**src/rtl/mem_arbiter.sv**
```systemverilog
// mem_arbiter: single-port main-memory arbiter between the icache and dcache
// line-fill / write-back paths. Dcache has fixed priority; a streak counter
// forces an icache grant after STARVE_LIMIT consecutive dcache wins while
// the icache is waiting. One transaction runs at a time: IDLE -> WAIT -> DONE.
module mem_arbiter #(
    parameter int unsigned LINE_W       = 128,
    parameter int unsigned ADDR_W       = 32,
    parameter int unsigned STARVE_LIMIT = 4
) (
    input  logic              clk,
    input  logic              reset,
    // icache line-read port
    input  logic              ic_req,
    input  logic [ADDR_W-1:0] ic_addr,
    output logic              ic_ready,
    output logic [LINE_W-1:0] ic_rdata,
    // dcache line read/write port
    input  logic              dc_req,
    input  logic              dc_we,
    input  logic [ADDR_W-1:0] dc_addr,
    input  logic [LINE_W-1:0] dc_wdata,
    output logic              dc_ready,
    output logic [LINE_W-1:0] dc_rdata,
    // shared memory port
    output logic              mem_req,
    output logic              mem_we,
    output logic [ADDR_W-1:0] mem_addr,
    output logic [LINE_W-1:0] mem_wdata,
    input  logic              mem_ready,
    input  logic [LINE_W-1:0] mem_rdata,
    // status
    output logic              busy
);

    typedef enum logic [1:0] {
        IDLE = 2'd0,
        WAIT = 2'd1,
        DONE = 2'd2
    } state_t;

    typedef enum logic {
        OWN_IC = 1'b0,
        OWN_DC = 1'b1
    } owner_t;

    localparam logic [3:0] STREAK_MAX = 4'(STARVE_LIMIT);

    state_t            state_q,    state_d;
    owner_t            owner_q,    owner_d;
    logic [3:0]        streak_q,   streak_d;
    logic [ADDR_W-1:0] addr_q,     addr_d;
    logic              we_q,       we_d;
    logic [LINE_W-1:0] wdata_q,    wdata_d;
    logic [LINE_W-1:0] ic_rdata_q, ic_rdata_d;
    logic [LINE_W-1:0] dc_rdata_q, dc_rdata_d;

    // True when the dcache wins arbitration in the current cycle.
    logic dc_wins;

    // Selection: lone requester wins; on contention dcache wins unless the
    // icache has already been passed over STARVE_LIMIT times in a row.
    always_comb begin
        dc_wins = dc_req && !(ic_req && (streak_q == STREAK_MAX));
    end

    // Next-state, request latching, streak tracking and read-data capture.
    always_comb begin
        state_d    = state_q;
        owner_d    = owner_q;
        streak_d   = streak_q;
        addr_d     = addr_q;
        we_d       = we_q;
        wdata_d    = wdata_q;
        ic_rdata_d = ic_rdata_q;
        dc_rdata_d = dc_rdata_q;

        case (state_q)
            IDLE: begin
                if (ic_req || dc_req) begin
                    state_d = WAIT;
                    if (dc_wins) begin
                        owner_d = OWN_DC;
                        addr_d  = dc_addr;
                        we_d    = dc_we;
                        wdata_d = dc_wdata;
                        // Count only wins that actually made the icache wait.
                        if (!ic_req) begin
                            streak_d = '0;
                        end else if (streak_q < STREAK_MAX) begin
                            streak_d = streak_q + 4'd1;
                        end
                    end else begin
                        owner_d  = OWN_IC;
                        addr_d   = ic_addr;
                        we_d     = 1'b0;
                        wdata_d  = '0;
                        streak_d = '0;
                    end
                end
            end
            WAIT: begin
                if (mem_ready) begin
                    state_d = DONE;
                    if (!we_q) begin
                        if (owner_q == OWN_DC) begin
                            dc_rdata_d = mem_rdata;
                        end else begin
                            ic_rdata_d = mem_rdata;
                        end
                    end
                end
            end
            DONE: begin
                state_d = IDLE;
            end
            default: begin
                state_d = IDLE;
            end
        endcase
    end

    // State and datapath registers; asynchronous reset abandons any transaction.
    always_ff @(posedge clk or posedge reset) begin
        if (reset) begin
            state_q    <= IDLE;
            owner_q    <= OWN_IC;
            streak_q   <= '0;
            addr_q     <= '0;
            we_q       <= 1'b0;
            wdata_q    <= '0;
            ic_rdata_q <= '0;
            dc_rdata_q <= '0;
        end else begin
            state_q    <= state_d;
            owner_q    <= owner_d;
            streak_q   <= streak_d;
            addr_q     <= addr_d;
            we_q       <= we_d;
            wdata_q    <= wdata_d;
            ic_rdata_q <= ic_rdata_d;
            dc_rdata_q <= dc_rdata_d;
        end
    end

    // Control outputs decoded purely from registered state.
    always_comb begin
        mem_req  = 1'b0;
        mem_we   = 1'b0;
        ic_ready = 1'b0;
        dc_ready = 1'b0;
        busy     = (state_q != IDLE);
        case (state_q)
            WAIT: begin
                mem_req = 1'b1;
                mem_we  = we_q;
            end
            DONE: begin
                ic_ready = (owner_q == OWN_IC);
                dc_ready = (owner_q == OWN_DC);
            end
            default: begin
            end
        endcase
    end

    assign mem_addr  = addr_q;
    assign mem_wdata = wdata_q;
    assign ic_rdata  = ic_rdata_q;
    assign dc_rdata  = dc_rdata_q;

endmodule

```
**config.mk**
```make
export PLATFORM = sky130hd
export DESIGN_NAME = mem_arbiter
export DESIGN_NICKNAME = d
export VERILOG_FILES = /design/src/rtl/mem_arbiter.sv
export SDC_FILE = /design/constraint.sdc
export NUM_CORES = 1
export LEC_CHECK = 0
export ABC_CLOCK_PERIOD_IN_PS = 22500
export BUFFER_PORTS_ARGS = -buffer_cell sky130_fd_sc_hd__buf_4
export CORE_AREA = 4 4 290 292
export DETAILED_ROUTE_END_ITERATION = 10
export DIE_AREA = 0 0 294 296
export PLACE_DENSITY = 0.44
export SLEW_MARGIN = 40
export SYNTH_ARGS = -nofsm -noshare
export SYNTH_HDL_FRONTEND = slang
export SYNTH_SLANG_ARGS = --single-unit
```
**constraint.sdc**
```tcl
create_clock -name clk -period 22.5 [get_ports clk]
set_clock_uncertainty 0.15 [all_clocks]
set_input_delay 4.5 -clock clk [delete_from_list [all_inputs] [get_ports clk]]
set_output_delay 4.5 -clock clk [all_outputs]
set_load 0.03 [all_outputs]
```
==> flow_summary.yaml, run 1 <==
run_status:
  status: "finished clean"
hold_path:
  min_path_cells: 2
  hp-class: "reg2reg"
global_routing:
  grt_start_max_net_pins: 118
  grt_pass1_wl_um: 89300
  antenna_found_initial: 9
  grt_pass1_vias: 13700
  gr-total-overflow: 0
  grt_usage_pct: 13.3
setup_path:
  crit_path_start_kind: "input port"
  crit_required_ns: 23.02
  cp-startpoint: "reset"
  r2r-start: "state_q[0]$_DFFE_PP0P_"
  cp_slowest_cell: "buf_6"
  critPathCaptureType: "asynchronous set/reset pin"
  crit_chain: "buf_4 -> inv_12 -> buf_6 -> buf_6 -> buf_6 -> buf_6"
  slowest_delay_ns: 0.55
  rr_worst_depth: 6
  critical_path_class: "in2async"
  critPathArrivalTime_ns: 7.33
  critical-path-top-cell-by-count: "buf_6"
  path_max_fanout: 117
  rrSetupSlack_ns: 19.74
  rr_endpoint: "dc_rdata[126]$_DFFE_PP0P_"
  crit_end: "ic_rdata[27]$_DFFE_PP0P_"
floorplanning:
  dieArea_sq_um: 87000
  initial_utilization_pct: 20.8
  core_area_sq_um: 81600
  die_w_um: 294
  fp.dieH_um: 296
  io_pins: 747
  fp-row-count: 105
synthesis:
  synthCells: 1318
  syn_avg_cell_area_sq_um: 12.9
  synth_top_area_share_pct: 62.6
  seq_area_frac_synth_pct: 62.6
  ys_types: 28
  syn_nets: 1646
  synth_area_leaders: "dfrtp_1, mux2_4, mux2_2, nand2_1, nand3_1"
  yosys_warnings: 0
  synth_top_cell_by_area: "dfrtp_1"
  synth-seq-cells: 424
  syn_area_sq_um: 17000
drt:
  first_pass_iters: 4
  drt_iter0_markers: 400
  drc: 0
  drtAntennaViolNets: 0
  num_vias: 12800
  totalWireLength_um: 61600
  routed_via_density: 4.06
  routedWlPerCell_um: 19.5
final_layout:
  area_delta_synth_final_pct: 49.9
  multiInputGateArea_sq_um: 5750
  drive_gt1_share_pct: 53.3
  final_cell_mix: "buf_4, dfrtp_1, nand2_1, mux2_2, nand3_1"
  seq_area_sq_um: 10600
  final_common_cell: "buf_4"
  final_area_sq_um: 25400
  fill_cells: 8333
  fin_nets: 2378
timing:
  max-slew-margin-rel_pct: 50.6
  rsz0062_at_grt: "false"
  finalCritPeriodShare_pct: 30.3
  max_freq_mhz: 147
  finalMaxSlewViolations: 0
  hold_slack_ns: 0.314
  hold_viol: 0
  tns_ns: 0
  setup_violations: 0
  setup_ws_ns: 15.69
  worst_slew_pin_slew_ns: 0.740
  fin_crit_ns: 6.81
power_and_ir_drop:
  peakVddDrop_mv: 0.0783
  p_per_area_nw_per_um2: 179
  p_leak_nw: 13.0
clock_tree:
  path_clk_slew_ns: 0.05
  cts-root-buf: "clkbuf_16"
  insertion_delay_ns: 0.57
  post-cts-setup-buffers: 0
  numCtsBuffers: 50
  cts_tree: "built"
  htree_levels: 2
  numClockSinks: 424
  cts.repair.resized: 0
  clockBufferDepth: 3
  ctsHoldBuffers: 0
placement:
  gp_congestion: 0.782
  dp_hpwl_um: 44900
  post-place-ws_ns: 13.91
  port_buffers: 746
  place_area_sq_um: 23600
flow_run:
  cap_violations: 0
==> synthesized netlist by cell type (all sizes together) <==
master    n
a31oi     1
nand3b    1
a21oi    67
buf      69
a22o      1
ha        2
and2      2
mux2    257
nand3   129
inv       8
xor2      1
nand2b    1
nor4      1
nand4b    1
nor3      1
nor2     37
nand2   294
and3b     1
clkbuf   15
dfrtp   424
o21ai     4
nor3b     1
==> through the flow <==
step	utilization, %	power [mW]	instances
3_5_place_dp	28.9	3.69	3068
5_1_grt	31.1	4.79	3164
2_1_floorplan	-	2.75	1318
6_report	31.1	4.54	3165
3_3_place_gp	28.8	3.67	3065
4_1_cts	31.1	4.62	3160
==> worst min path at each step <==
stage / startpoint / to
2_1_floorplan: we_q$_DFFE_PP0P_ / we_q$_DFFE_PP0P_
3_5_place_dp: mem_wdata[105]$_DFFE_PP0P_ / mem_wdata[105]$_DFFE_PP0P_
6_report: mem_wdata[93]$_DFFE_PP0P_ / mem_wdata[93]$_DFFE_PP0P_
3_3_place_gp: mem_wdata[20]$_DFFE_PP0P_ / mem_wdata[20]$_DFFE_PP0P_
4_1_cts: mem_wdata[93]$_DFFE_PP0P_ / mem_wdata[93]$_DFFE_PP0P_
5_1_grt: mem_wdata[127]$_DFFE_PP0P_ / mem_wdata[127]$_DFFE_PP0P_
==> flip-flops by register name, summed over array words and instances (netlist names) <==
| name | flops |
|---|---|
| state_q | 2 |
| owner_q | 1 |
| streak_q | 4 |
| ic_rdata | 128 |
| dc_rdata | 128 |
| mem_wdata | 128 |
| mem_addr | 32 |
| we_q | 1 |
==> per-layer routing <==
layer / up-vias / part of all wire [%] / global-route usage [%]
met4: 6 / 2.6 / 4.06
met2: 515 / 50 / 23.4
met3: 90 / 9.9 / 5.32
met5: - / 0.076 / 0
met1: 6313 / 37 / 14.9
li1: 5915 / - / -
==> critical path: cells and delay by family <==
kind,cells,cell delay [ns]
buffers and inverters,6,2.65
==> area by class of cell <==
type,instances,area share (%)
Clock inverter,23,1.42
Clock buffer,69,5.76
Timing Repair Buffer,764,22.9
Sequential cell,424,41.8
Antenna cell,5,0.0492
Multi-Input combinational cell,802,22.6
Inverter,8,0.167
Tap cell,1070,5.27
==> power breakdown <==
group          switching, mW  internal [mW]  total [mW]
Combinational           1.38          0.892        2.27
Sequential             0.224           1.15        1.38
Clock                  0.340          0.557       0.898
Total                   1.94           2.60        4.54
==> cells by family after synthesis <==
family / share of synthesized area, %
mux: 19.7
fa+ha+maj: 0.148
compound gates: 2.19
buf+inv: 3.63
flops: 62.6
simple gates: 11.7
xor+xnor: 0.0517
Note: power is estimated with default switching activity, not from simulation.
==> inputs of run 2 (changes only) <==
==> config.mk (replaced) <==
export PLATFORM = sky130hd
export DESIGN_NAME = mem_arbiter
export DESIGN_NICKNAME = d
export VERILOG_FILES = /design/src/rtl/mem_arbiter.sv
export SDC_FILE = /design/constraint.sdc
export NUM_CORES = 1
export LEC_CHECK = 0
export ABC_CLOCK_PERIOD_IN_PS = 5940
export BUFFER_PORTS_ARGS = -buffer_cell sky130_fd_sc_hd__buf_4
export CORE_AREA = 4 4 289 291
export DETAILED_ROUTE_END_ITERATION = 10
export DIE_AREA = 0 0 293 295
export PLACE_DENSITY = 0.45
export SLEW_MARGIN = 40
export SYNTH_ARGS = -nofsm -noshare
export SYNTH_HDL_FRONTEND = slang
export SYNTH_SLANG_ARGS = --single-unit
==> constraint.sdc (replaced) <==
create_clock -name clk -period 5.94 [get_ports clk]
set_clock_uncertainty 0.15 [all_clocks]
set_input_delay 1.188 -clock clk [delete_from_list [all_inputs] [get_ports clk]]
set_output_delay 1.188 -clock clk [all_outputs]
set_load 0.03 [all_outputs]
==> run 2 against run 1 <==
Net effect: first-iteration DRC count increased by 28%; wire length decreased by 2.0%; combinational power increased to 3.8 times the previous value; clock power increased to 3.5 times the previous value; sequential power increased to 3.8 times the previous value; hold slack improved by 0.00060 ns; non-clock buffer count increased by 2; power increased to 3.7 times the previous value; core utilization increased by 0.25 points; global-route usage decreased by 0.064 points.
==> flow_summary.yaml, run 2 (same netlist as run 1, synthesis figures left out) <==
run_status:
  status: "finished clean"
clock_tree:
  numCtsBuffers: 51
  ctsHoldBuffers: 0
  cts_tree: "built"
  post-cts-setup-buffers: 0
  cts.repair.resized: 0
  htree_levels: 2
  insertion_delay_ns: 0.57
  clockBufferDepth: 3
  numClockSinks: 424
  cts-root-buf: "clkbuf_16"
  path_clk_slew_ns: 0.06
placement:
  gp_congestion: 0.792
  dp_hpwl_um: 44800
  dp_cells: 3060
  port_buffers: 746
  place_area_sq_um: 23600
drt:
  drc: 0
  drtAntennaViolNets: 0
  first_pass_iters: 4
  routedWlPerCell_um: 19.2
  routed_via_density: 4.10
  num_vias: 12900
  drt_iter0_markers: 513
  totalWireLength_um: 60400
timing:
  finalCritPeriodShare_pct: 50.8
  max-slew-margin-rel_pct: 45.2
  worst_slew_pin_slew_ns: 0.822
  hold_viol: 0
  rsz0062_at_grt: "false"
  finalMaxSlewViolations: 0
  fin_crit_ns: 3.02
  tns_ns: 0
  setup_violations: 0
  max_freq_mhz: 332
hold_path:
  min_from: "mem_wdata[24]$_DFFE_PP0P_"
  hp-class: "reg2reg"
final_layout:
  fin_nets: 2381
  drive_gt1_share_pct: 52.9
  final_cell_mix: "buf_4, dfrtp_1, nand2_1, mux2_2, nand3_1"
  final_area_sq_um: 25300
  seq_area_sq_um: 10600
  fin_cells: 3150
  final_common_cell: "buf_4"
  fill_cells: 8251
  area_delta_synth_final_pct: 49.2
  multiInputGateArea_sq_um: 5760
setup_path:
  path_max_fanout: 5
  slowest_delay_ns: 0.45
  cp-startpoint: "state_q[0]$_DFFE_PP0P_"
  crit_required_ns: 4.60
  crit_path_start_kind: "flop"
  critPathTopFamily: "flip-flops"
  r2r-start: "streak_q[0]$_DFFE_PP0P_"
  cp_slowest_cell: "dfrtp_1"
  critical_path_class: "reg2out"
  critPathCaptureType: "output pin"
  critPathBufInv: 2
  crit_chain: "nor2_1 -> inv_2 -> buf_4"
  critPathArrivalTime_ns: 1.68
global_routing:
  grt_usage_pct: 13.2
  antenna_found_initial: 7
  grt_pass1_vias: 13800
  gr-total-overflow: 0
  grt_start_max_net_pins: 157
  grt_pass1_wl_um: 89000
power_and_ir_drop:
  peakVddDrop_mv: 0.311
  p_per_area_nw_per_um2: 668
  p_leak_nw: 12.9
  power.total_mw: 16.9
floorplanning:
  core_area_sq_um: 80500
  fp-row-count: 104
  initial_utilization_pct: 21.0
  fp.dieH_um: 295
  die_w_um: 293
  io_pins: 747
  dieArea_sq_um: 86400
flow_run:
  cap_violations: 0
-- run 2: cell types whose count changed in the layout (fill, tap and decap cells not counted), sizes merged --
cell,previous run,this run
buf,764,766
bufinv,9,3
clkbuf,69,80
clkinv,11,3
clkinvlp,2,3
diode,5,2
inv,9,7
-- run 2: final timing paths --
path                            slack [ns]                        end  depth (start not counted)
worst max-delay path                  2.92                       busy                          3
worst min-delay path                  0.31  mem_wdata[24]$_DFFE_PP0P_                          2
worst max register to register        3.51  mem_wdata[67]$_DFFE_PP0P_                          8
worst min register to register        0.31  mem_wdata[24]$_DFFE_PP0P_                          2
max in group asynchronous             3.93   dc_rdata[77]$_DFFE_PP0P_                          4
min in group asynchronous             0.51   dc_rdata[31]$_DFFE_PP0P_                          2
-- run 2: tightest hold or removal path, cell delays in order, from the launching register on --
cell     delay (ns)
dfrtp_1        0.34
nand2_1        0.05
nand2_1        0.05
-- run 2: cell type report --
class,count,share of cell area (%)
antenna,2,0.0198
clock buffer,80,6.16
clock inverter,8,0.475
inverter,8,0.134
multi-input combinational,802,22.8
sequential,424,42.0
tap,1060,5.24
timing repair buffer,766,23.2
-- run 2: through the flow --
stage | hold WS [ns] | util (%) | setup slack [ns]
2_1_floorplan | 0.343 | - | -1.12
3_5_place_dp | 0.307 | 29.3 | 2.73
5_1_grt | 0.338 | 31.4 | 2.81
3_3_place_gp | 0.302 | 29.2 | 2.47
6_report | 0.314 | 31.4 | 2.92
4_1_cts | 0.319 | 31.4 | 2.85
-- run 2: report_power, final --
group,switching (mW),leakage [nW],internal [mW]
clock,1.21,0.818,1.91
combinational,5.16,6.89,3.38
sequential,0.872,5.20,4.36
total,7.24,12.9,9.65
-- run 2: metal layers --
| layer | GRT usage, % | up-vias | part of all wire [%] |
|---|---|---|---|
| li1 | - | 5907 | - |
| met1 | 15.0 | 6344 | 37 |
| met2 | 22.9 | 577 | 50 |
| met3 | 5.64 | 82 | 11 |
| met4 | 3.60 | 6 | 2.4 |
| met5 | 0 | - | 0.068 |
==> inputs of run 3 (changes only) <==
--- a/config.mk
+++ b/config.mk
@@ -5,7 +5,7 @@
 export SDC_FILE = /design/constraint.sdc
 export NUM_CORES = 1
 export LEC_CHECK = 0
-export ABC_CLOCK_PERIOD_IN_PS = 5940
+export ABC_CLOCK_PERIOD_IN_PS = 2550
 export BUFFER_PORTS_ARGS = -buffer_cell sky130_fd_sc_hd__buf_4
 export CORE_AREA = 4 4 289 291
 export DETAILED_ROUTE_END_ITERATION = 10
==> constraint.sdc (replaced) <==
create_clock -name clk -period 2.55 [get_ports clk]
set_clock_uncertainty 0.15 [all_clocks]
set_input_delay 0.51 -clock clk [delete_from_list [all_inputs] [get_ports clk]]
set_output_delay 0.51 -clock clk [all_outputs]
set_load 0.03 [all_outputs]
==> run 3 against run 2 <==
Net effect: clock power is 140% higher; setup slack worse by 2.7 ns; clock-buffer cell count is 3 lower; largest cell class unchanged; register-to-register slack worse by 3.1 ns; power is 140% higher; combinational power is 140% higher; sequential power is 130% higher; global-route usage is 0.53 points higher; hold slack worse by 0.26 ns; via count is 8.1% higher.
==> flow_summary.yaml, run 3 (same netlist as run 1, synthesis figures left out) <==
drt:
  first_pass_iters: 4
  routedWlPerCell_um: 18.3
  drtAntennaViolNets: 0
  drt_iter0_markers: 533
  routed_via_density: 4.06
  drc: 0
  totalWireLength_um: 63000
  num_vias: 14000
global_routing:
  antenna_found_initial: 3
  grt_pass1_wl_um: 93500
  grt_usage_pct: 13.8
  grt_start_max_net_pins: 95
  gr-total-overflow: 0
  grt_pass1_vias: 15000
clock_tree:
  numCtsBuffers: 48
  numClockSinks: 424
  cts-root-buf: "clkbuf_16"
  cts_tree: "built"
  htree_levels: 2
  path_clk_slew_ns: 0.06
  insertion_delay_ns: 0.56
  clockBufferDepth: 3
power_and_ir_drop:
  p_per_area_nw_per_um2: 1420
  p_leak_nw: 14.2
  peakVddDrop_mv: 0.790
  power.total_mw: 40.1
final_layout:
  final_cell_mix: "buf_4, dfrtp_1, nand2_1, dlygate4sd3_1, mux2_2"
  fin_nets: 2669
  drive_gt1_share_pct: 47.3
  area_delta_synth_final_pct: 66.9
  final_area_sq_um: 28300
  n_antenna_cell: 0
  final_common_cell: "buf_4"
setup_path:
  r2r-start: "state_q[0]$_DFFE_PP0P_"
  critical_path_class: "reg2out"
  crit_end: "busy"
  critPathCaptureType: "output pin"
  critPathArrivalTime_ns: 1.67
  rr_endpoint: "mem_addr[8]$_DFFE_PP0P_"
  path_max_fanout: 5
  rr_worst_depth: 6
  cp-startpoint: "state_q[0]$_DFFE_PP0P_"
  crit_required_ns: 1.89
  rrSetupSlack_ns: 0.44
  crit_path_start_kind: "flop"
floorplanning:
  io_pins: 747
  core_area_sq_um: 80500
  fp.dieH_um: 295
  die_w_um: 293
  dieArea_sq_um: 86400
  fp-row-count: 104
  initial_utilization_pct: 21.0
placement:
  gp_congestion: 0.791
  dp_hpwl_um: 45700
  place_area_sq_um: 23900
  port_buffers: 746
  post-place-ws_ns: 0.382
timing:
  worst_slew_pin_slew_ns: 0.533
  tns_ns: 0
  setup_ws_ns: 0.218
  fin_crit_ns: 2.33
  finalMaxSlewViolations: 0
  max-slew-margin-rel_pct: 64.5
  hold_viol: 0
  rsz0062_at_grt: "false"
  max_freq_mhz: 429
  finalCritPeriodShare_pct: 91.5
  setup_violations: 0
run_status:
  status: "finished clean"
hold_path:
  hp-class: "in2reg"
  min_path_cells: 3
flow_run:
  cap_violations: 0
## run 3: changes by cell type in the layout (fill, tap and decap cells not counted), moves of 3 or more
cell and delta:
buf_12 +12, dlygate4sd3_1 +273, buf_4 +8, clkbuf_16 -3
## run 3: per-layer routing
| layer | GRT usage [%] | vias to the layer above | wire (um) |
|---|---|---|---|
| li1 | - | 6493 | - |
| met1 | 16.4 | 6835 | 25200 |
| met2 | 24.0 | 540 | 30800 |
| met3 | 4.48 | 94 | 5400 |
| met4 | 3.59 | 2 | 1550 |
| met5 | 0 | - | 13 |
## run 3: worst min path at each step
stage | to | slack, ns | start
finish | mem_wdata[83]$_DFFE_PP0P_ | 0.05 | dc_wdata[83]
global route | mem_wdata[78]$_DFFE_PP0P_ | 0.02 | dc_wdata[78]
CTS | ic_rdata[124]$_DFFE_PP0P_ | 0.0003 | mem_rdata[124]
detailed placement | mem_wdata[120]$_DFFE_PP0P_ | 0.31 | mem_wdata[120]$_DFFE_PP0P_
global placement | mem_wdata[98]$_DFFE_PP0P_ | 0.30 | mem_wdata[98]$_DFFE_PP0P_
floorplan | we_q$_DFFE_PP0P_ | 0.34 | we_q$_DFFE_PP0P_
## run 3: metrics by stage
stage,instances,util (%),hold WS [ns]
2_1_floorplan,1318,-,0.343
3_3_place_gp,3078,29.6,0.301
3_5_place_dp,3078,29.6,0.307
4_1_cts,3440,35.1,0.000307
5_1_grt,3440,35.1,0.0154
6_report,3440,35.1,0.0504
## run 3: worst max-delay path: stages (launching register included)
cell	delay (ns)
dfrtp_1	0.44
nor2_1	0.36
inv_2	0.12
buf_4	0.20
## run 3: area by class of cell
cell class | count | area, sq um
flip-flops and latches | 424 | 10600
fillers | 8066 | 52300
clock buffers | 77 | 1500
clock inverters | 12 | 201
multi-input cells | 802 | 5750
inverters | 8 | 33.8
well taps | 1060 | 1330
repair buffers | 1057 | 8870
## run 3: repair_timing
action / CTS / global route
hold endpoints to repair: 422 / 0
buffers inserted: 0 / 0
resized for setup: 0 / 0
hold buffers: 273 / 0
## run 3: where the power goes
part           switching (mW)  total (mW)  internal, mW  leakage [nW]
registers                2.08        12.2          10.2          5.20
clock network            2.87        7.40          4.53         0.832
logic                    12.1        20.4          8.29          8.17
